===== src/rtl/alu_pkg.sv =====
// rtl/alu_pkg.sv - shared op codes, FSM states and default cycle counts for alu_sequencer
package alu_pkg;

  localparam logic [4:0] ALU_OP_MUL   = 5'b00010;
  localparam logic [4:0] ALU_OP_DIV   = 5'b00011;
  localparam logic [4:0] ALU_OP_SHIFT = 5'b00100;

  localparam int DEF_MUL_CYCLES   = 4;
  localparam int DEF_DIV_CYCLES   = 32;
  localparam int DEF_SHIFT_CYCLES = 1;

  typedef enum logic [1:0] {
    ST_IDLE,
    ST_EXEC,
    ST_DONE
  } state_e;

  // Reason an operation will finish without capturing the ALU result.
  typedef enum logic [1:0] {
    FLT_NONE,
    FLT_BADOP,
    FLT_DIVZ
  } fault_e;

endpackage


===== src/rtl/alu_op_latency.sv =====
// rtl/alu_op_latency.sv - combinational op code to hold latency and supported flag
module alu_op_latency
  import alu_pkg::*;
#(
  parameter int MUL_CYCLES   = DEF_MUL_CYCLES,
  parameter int DIV_CYCLES   = DEF_DIV_CYCLES,
  parameter int SHIFT_CYCLES = DEF_SHIFT_CYCLES
) (
  input  logic [4:0] op_i,
  output logic [5:0] lat_o,
  output logic       supported_o
);

  always_comb begin
    lat_o       = 6'd1;
    supported_o = 1'b0;
    case (op_i)
      ALU_OP_MUL:   begin lat_o = 6'(MUL_CYCLES);   supported_o = 1'b1; end
      ALU_OP_DIV:   begin lat_o = 6'(DIV_CYCLES);   supported_o = 1'b1; end
      ALU_OP_SHIFT: begin lat_o = 6'(SHIFT_CYCLES); supported_o = 1'b1; end
      default:      begin lat_o = 6'd1;             supported_o = 1'b0; end
    endcase
  end

endmodule


===== src/rtl/alu_sequencer.sv =====
// rtl/alu_sequencer.sv - holds operands on an external ALU for a per-op cycle count, then captures hi/lo
// Optional macro ALU_SEQ_DIVZERO_EN: fast error completion for DIV with b==0.
module alu_sequencer
  import alu_pkg::*;
#(
  parameter int MUL_CYCLES   = DEF_MUL_CYCLES,
  parameter int DIV_CYCLES   = DEF_DIV_CYCLES,
  parameter int SHIFT_CYCLES = DEF_SHIFT_CYCLES
) (
  input  logic        clock,
  input  logic        clear,
  input  logic        start,
  input  logic [4:0]  op,
  input  logic [31:0] a,
  input  logic [31:0] b,
  output logic        busy,
  output logic        done,
  output logic        err,
  output logic [31:0] hi,
  output logic [31:0] lo,
  output logic [31:0] alu_A,
  output logic [31:0] alu_B,
  output logic [4:0]  alu_op,
  input  logic [63:0] alu_C
);

  state_e      state_q, state_d;
  fault_e      fault_q, fault_d;
  logic [5:0]  cnt_q, cnt_d;
  logic [31:0] a_q, a_d, b_q, b_d, hi_q, hi_d, lo_q, lo_d;
  logic [4:0]  op_q, op_d;
  logic        err_q, err_d;
  logic [5:0]  lat;
  logic        supported;

  alu_op_latency #(
    .MUL_CYCLES  (MUL_CYCLES),
    .DIV_CYCLES  (DIV_CYCLES),
    .SHIFT_CYCLES(SHIFT_CYCLES)
  ) u_lat (
    .op_i       (op),
    .lat_o      (lat),
    .supported_o(supported)
  );

  always_comb begin
    state_d = state_q;
    fault_d = fault_q;
    cnt_d   = cnt_q;
    a_d     = a_q;
    b_d     = b_q;
    op_d    = op_q;
    hi_d    = hi_q;
    lo_d    = lo_q;
    err_d   = err_q;
    case (state_q)
      ST_IDLE: begin
        if (start) begin
          a_d     = a;
          b_d     = b;
          op_d    = op;
          state_d = ST_EXEC;
          // Faulted ops spend one cycle in EXEC so done still lands one edge after start.
          if (!supported) begin
            fault_d = FLT_BADOP;
            cnt_d   = 6'd0;
          end
`ifdef ALU_SEQ_DIVZERO_EN
          else if (op == ALU_OP_DIV && b == 32'd0) begin
            fault_d = FLT_DIVZ;
            cnt_d   = 6'd0;
          end
`endif
          else begin
            fault_d = FLT_NONE;
            cnt_d   = lat - 6'd1;
          end
        end
      end
      ST_EXEC: begin
        if (cnt_q != 6'd0) begin
          cnt_d = cnt_q - 6'd1;
        end else begin
          state_d = ST_DONE;
          case (fault_q)
            FLT_BADOP: err_d = 1'b1;
            FLT_DIVZ: begin
              err_d = 1'b1;
              hi_d  = 32'd0;
              lo_d  = 32'd0;
            end
            default: begin
              err_d = 1'b0;
              hi_d  = alu_C[63:32];
              lo_d  = alu_C[31:0];
            end
          endcase
        end
      end
      ST_DONE: state_d = ST_IDLE;
      default: state_d = ST_IDLE;
    endcase
  end

  always_ff @(posedge clock) begin
    if (clear) begin
      state_q <= ST_IDLE;
      fault_q <= FLT_NONE;
      cnt_q   <= 6'd0;
      a_q     <= 32'd0;
      b_q     <= 32'd0;
      op_q    <= 5'd0;
      hi_q    <= 32'd0;
      lo_q    <= 32'd0;
      err_q   <= 1'b0;
    end else begin
      state_q <= state_d;
      fault_q <= fault_d;
      cnt_q   <= cnt_d;
      a_q     <= a_d;
      b_q     <= b_d;
      op_q    <= op_d;
      hi_q    <= hi_d;
      lo_q    <= lo_d;
      err_q   <= err_d;
    end
  end

  assign busy   = (state_q != ST_IDLE);
  assign done   = (state_q == ST_DONE);
  assign err    = err_q;
  assign hi     = hi_q;
  assign lo     = lo_q;
  assign alu_A  = a_q;
  assign alu_B  = b_q;
  assign alu_op = op_q;

endmodule


===== config.mk =====
export PLATFORM = sky130hd
export DESIGN_NAME = alu_sequencer
export DESIGN_NICKNAME = d
export VERILOG_FILES = /design/src/rtl/alu_pkg.sv /design/src/rtl/alu_op_latency.sv /design/src/rtl/alu_sequencer.sv
export SDC_FILE = /design/constraint.sdc
export NUM_CORES = 1
export LEC_CHECK = 0
export BUFFER_PORTS_ARGS = -buffer_cell sky130_fd_sc_hd__buf_2
export CORE_AREA = 8 8 152 118
export CTS_CLUSTER_DIAMETER = 50
export CTS_CLUSTER_SIZE = 28
export DETAILED_ROUTE_END_ITERATION = 6
export DIE_AREA = 0 0 160 126
export HOLD_SLACK_MARGIN = 0.03
export PLACE_DENSITY = 0.76
export SLEW_MARGIN = 25
export SYNTH_ARGS = -nofsm -noshare
export SYNTH_HDL_FRONTEND = slang
export SYNTH_HIERARCHICAL = 1
export SYNTH_SLANG_ARGS = --single-unit

===== constraint.sdc =====
create_clock -name clock -period 3 [get_ports clock]
set_clock_uncertainty 0.2 [all_clocks]
set_input_delay 0.15 -clock clock [delete_from_list [all_inputs] [get_ports clock]]
set_output_delay 0.15 -clock clock [all_outputs]
set_load 0.01 [all_outputs]

Word-level counts from Yosys, hierarchy flattened. Cells that the tools add are included.

Register bits: 144. Output and inout bits: 136. Word-level logic and storage cells: 47.

Add/subtract/negate cells: 2. Equal/unequal tests: 10. Multiplexer cells: 13. Bitwise gates (word level): 2. Reduce and logical (&&, ||, !) cells: 11.

Operators with widths (count): $pmux 32 s2 (2); $pmux 6 s2 (2); $mux 6 (3); $sub 6x1->6 const B (2); $eq 5x2->1 const B (2); $ne 2x2->1 const B (3); $reduce_and 2->1 (3); $reduce_and 3->1 (2); $reduce_bool 6->1 (1); $eq 5x3->1 const B (1); $eq 2x1->1 const B (2); $eq 2x2->1 const B (2); $mux 2 (2); $pmux 2 s2 (1); $reduce_bool 2->1 (2); $mux 1 (3); $reduce_or 3->1 (1); $logic_not 2->1 (1); $not 1->1 (2); $reduce_or 2->1 (1).

Logic depth before layout (Yosys ltp).
Word-level depth: 6. Depth in mapped cells: 8.

Hierarchy. The synthesis kept the hierarchy.

Modules (own cells, without submodules): alu_sequencer (instances 1, cells an instance 656, area an instance 5252.5 um^2, seq. area each 2862.7 um^2); alu_op_latency (instances 1, cells an instance 11, area an instance 78.8 um^2, seq. area each 0.0 um^2).

Least setup slack after synthesis. OpenSTA, ideal clock, no wires.

Kind: input to register. Start: input port op[4]. End: register cnt_q[5]. Data arrival time: 1884 ps. Required time: 2709 ps. Slack: 825 ps. Cell stages on the path: 4. Buffers on the path: 0. Path through: or4b_4 > or4_1 > or4_1 > a311oi_1.

Word-level cells in the longest chain between the ends: 6. Elaborated cells between the ends (all ways): 10. Those cells by class: 1 x add/sub; 3 x eq/ne; 5 x mux; 1 x reduce/logical.

RTL lines: start: declaration (RTL line alu_sequencer.sv:13) `input logic [4:0] op,`; $eq 5x2->1 / $eq 5x3->1 (equally long branches) (RTL line alu_op_latency.sv:17) `case (op_i)`; $pmux 6 s2 / $reduce_or 3->1 (equally long branches); $sub 6x1->6 / $mux 1 (equally long branches) (RTL line alu_sequencer.sv:76, alu_op_latency.sv:17); $mux 6 (*) (RTL line alu_sequencer.sv:64) `if (!supported) begin`; $mux 6 (*) (RTL line alu_sequencer.sv:58) `if (start) begin`; $pmux 6 s2 (*) (RTL line alu_sequencer.sv:56) `case (state_q)`; end signal: assignment (RTL line alu_sequencer.sv:119) `cnt_q <= cnt_d;`; end: declaration (RTL line alu_sequencer.sv:29) `logic [5:0] cnt_q, cnt_d;`.

Mark *: on every way between the ends. The rest lies on a longest branch, timed or not. The select of a mux whose other input is x is not followed. A chain may end at the register's enable or synchronous reset.

Worst setup path in the final report.
Start: register cnt_q[0]. End: register lo_q[9] (netlist: lo[9]).

Word-level cells in the longest chain between the ends: 3.

RTL lines: $reduce_bool 6->1 (RTL line alu_sequencer.sv:81) `if (cnt_q != 6'd0) begin`; $not 1->1 (no line); $reduce_and 3->1 (no line); end signal: assignment (RTL line alu_sequencer.sv:124) `lo_q <= lo_d;`; end: declaration (RTL line alu_sequencer.sv:30) `logic [31:0] a_q, a_d, b_q, b_d, hi_q, hi_d, lo_q, lo_d;`.

Every way passes these cells.

==> flow_summary.ini <==
[worst_setup_path]
crit_required_ns = 3.15
cp_slowest_cell = dlygate4sd3_1
worstPathMaxFanout = 64
startpoint_type = flop
max_stage_delay_ns = 0.56
crit_type = flop to flop
crit_chain = inv_1, ha_1, or3b_2, nor3_4, buf_12, nand2_1, a21oi_1, dlygate4sd3_1
cp-end-kind = flop
worstRegToRegCells = 8
cp.arrival_ns = 2.88

[yosys]
ys_seq_area_frac = 0.537
ys_ff_latch = 143
syn_area_sq_mm = 0.00533
ys_types = 42
yosys_warnings = 6
synthCells = 667
syn_avg_cell_area_sq_um = 7.99

[global_route]
grt_remaining_overflow = 0
grt_pass1_vias = 6302
use_met1 = 0.203
met2_usage = 0.332
grt_pass1_wl_mm = 32.1
use_met3 = 0.0739
antenna_found_initial = 5
grt_use_total = 0.194
grt_max_degree = 65
busiest_layer = met2

[pwr]
intPower_mw = 3.80
p_sw_mw = 1.53
power.density_mw_per_mm2 = 593
ir_drop_mv = 0.475
pwr-share-comb = 0.211
pwr-share-seq = 0.406
power_leakage_nw = 4.14
switching_share = 0.287
pwr-share-clk = 0.383

[sta]
fin_crit_ns = 2.73
relSlewSlack = 0.566
max_freq_ghz = 0.366
slew_violations = 0
tightest_slew_ns = 0.651
hold_viol_final = 0
fin_crit_sh = 0.911
rsz0062_at_grt = no
setup_viol_count_final = 0
setup-tns-final_ns = 0

[clocking]
root_buffer = clkbuf_16
cts_buffers = 17
clock_path_buffers = 2
post_cts.repair.setup_buffers = 0
clock_sinks = 143
htree_num_levels = 4
cts_tree = yes
clk_pin_slew_worst_paths_ns = 0.06
clk-insertion-delay-late_ns = 0.41

[floorplan]
dieArea_sq_mm = 0.0202
die_x_um = 160
core_sq_mm = 0.0156
die_h_um = 126
initial_utilization = 0.341
num_rows = 40
ios = 272

[final_layout]
final_area_sq_mm = 0.00899
layout_commonest_cell = buf_2
synthToLayoutAreaGrowth_pct = 68.6
layout-drive-gt1-share = 0.293
final_cell_mix = 270 x buf_2, 269 x nand2_1, 163 x dlygate4sd3_1
finalNetCount = 1220

[detailed_routing]
dr.pass1.iters = 5
drc_errors = 0
ant_nets = 0
drt_iter0_drc = 550
vias = 6273
wire_per_inst_um = 15.7
routed_wl_mm = 20.6
vias_per_cell = 4.79

[flow_run]
cap_violations = 0

[placement]
portBuffers = 271
dp_hpwl_mm = 11.7
place.gp.congestion = 0.843
place_area_sq_mm = 0.00677

[worst_hold_path]
hold_path_depth = 5
hold_class = primary input to flop

[run_status]
status = completed
## logic make-up after synthesis
| family | synth area share |
|---|---|
| fa+ha+maj | 0.00704 |
| xor+xnor | 0.00329 |
| simple gates | 0.234 |
| mux | 0.00188 |
| other cells | 0.000703 |
| flops | 0.537 |
| buf+inv | 0.0591 |
| compound gates | 0.157 |
## power groups by stage
stage	Clock [mW]	Sequential [mW]	Combinational (mW)
3_5_place_dp	0	2.20	0.912
3_3_place_gp	0	2.19	0.903
2_1_floorplan	0	2.27	0.505
4_1_cts	2.09	2.16	1.09
5_1_grt	2.18	2.19	1.22
6_report	2.04	2.17	1.12
## cell type report
class,instances,area (sq um)
Clock buffer,19,433
Clock inverter,13,139
Fill cell,1322,6620
Tap cell,210,263
Timing Repair Buffer,442,3090
Multi-Input combinational cell,471,2170
Sequential cell,143,2860
Inverter,6,22.5
Antenna cell,5,12.5
## what timing repair did
action | in CTS | in global routing
gates resized for setup | 0 | 1
setup endpoints to repair | 0 | 12
hold buffers | 163 | 0
endpoints found under the hold margin | 136 | 0
## synthesized netlist by cell type
| library cell | n | area [sq um] |
|---|---|---|
| conb_1 | 1 | 3.75 |
| nor2_2 | 2 | 12.5 |
| and2b_1 | 1 | 7.51 |
| o2111ai_1 | 1 | 8.76 |
| a32o_1 | 1 | 10.0 |
| a21o_1 | 1 | 7.51 |
| or3b_1 | 1 | 8.76 |
| xnor2_1 | 1 | 8.76 |
| nor3b_1 | 4 | 30.0 |
| nor2_1 | 9 | 33.8 |
| or3b_2 | 2 | 17.5 |
| dfxtp_1 | 143 | 2860 |
| or4_1 | 2 | 15.0 |
| or2b_1 | 1 | 7.51 |
| a21oi_1 | 138 | 691 |
| a31oi_1 | 2 | 12.5 |
| nand2b_1 | 1 | 6.26 |
| a311oi_1 | 1 | 8.76 |
| buf_4 | 3 | 22.5 |
| nand4_1 | 1 | 6.26 |
| nor2b_1 | 1 | 6.26 |
| or4b_4 | 2 | 27.5 |
| nand3_1 | 3 | 15.0 |
| or3_1 | 2 | 12.5 |
| or2_2 | 1 | 6.26 |
| o22ai_1 | 2 | 12.5 |
| a311o_1 | 1 | 10.0 |
| a211oi_1 | 5 | 37.5 |
| inv_1 | 6 | 22.5 |
| nor3_1 | 2 | 10.0 |
| o31a_1 | 1 | 8.76 |
| ha_1 | 3 | 37.5 |
| nor3_4 | 1 | 16.3 |
| a31o_2 | 1 | 8.76 |
| o31ai_1 | 2 | 15.0 |
| buf_6 | 13 | 146 |
| buf_1 | 1 | 3.75 |
| nand2_1 | 269 | 1010 |
| o21ai_0 | 1 | 5.00 |
| clkbuf_1 | 32 | 120 |
| mux2i_1 | 1 | 10.0 |
| xor2_1 | 1 | 8.76 |
## per-stage QoR
step	power, mW	cells	setup WS (ns)	util	hold slack (ns)
6_report	5.33	1309	0.266	0.576	0.156
5_1_grt	5.59	1309	0.130	0.576	0.168
4_1_cts	5.34	1304	0.106	0.575	0.137
3_5_place_dp	3.11	1109	0.439	0.434	0.195
3_3_place_gp	3.09	1109	0.495	0.434	0.190
2_1_floorplan	2.77	669	0.825	-	0.0860
## flip-flops by register name, summed over array words and instances (netlist names)
signal / cells
lo: 32
fault_q: 1
cnt_q: 6
alu_B: 32
alu_op: 5
state_q: 2
err: 1
hi: 32
alu_A: 32
## final timing paths
| kind | start | to | slack (ns) |
|---|---|---|---|
| hold / removal | start | alu_A[30] | 0.16 |
| setup / recovery | cnt_q[0] | lo[9] | 0.27 |
| setup reg to reg | cnt_q[0] | lo[9] | 0.27 |
| hold reg to reg | alu_A[17] | alu_A[17] | 0.25 |
## metal layers
layer | vias to the layer above | routed length (um)
li1 | 3014 | -
met4 | 0 | 638
met1 | 2884 | 7740
met3 | 55 | 1800
met5 | - | 0
met2 | 320 | 10400
## critical path: cells and delay by family (launching register included)
kind | cells | cell delay, ns
compound gates | 1 | 0.15
simple gates | 3 | 0.83
flops | 1 | 0.34
buf+inv | 3 | 0.96
fa+ha+maj | 1 | 0.20
No activity file was read; power rests on OpenSTA's default activity.
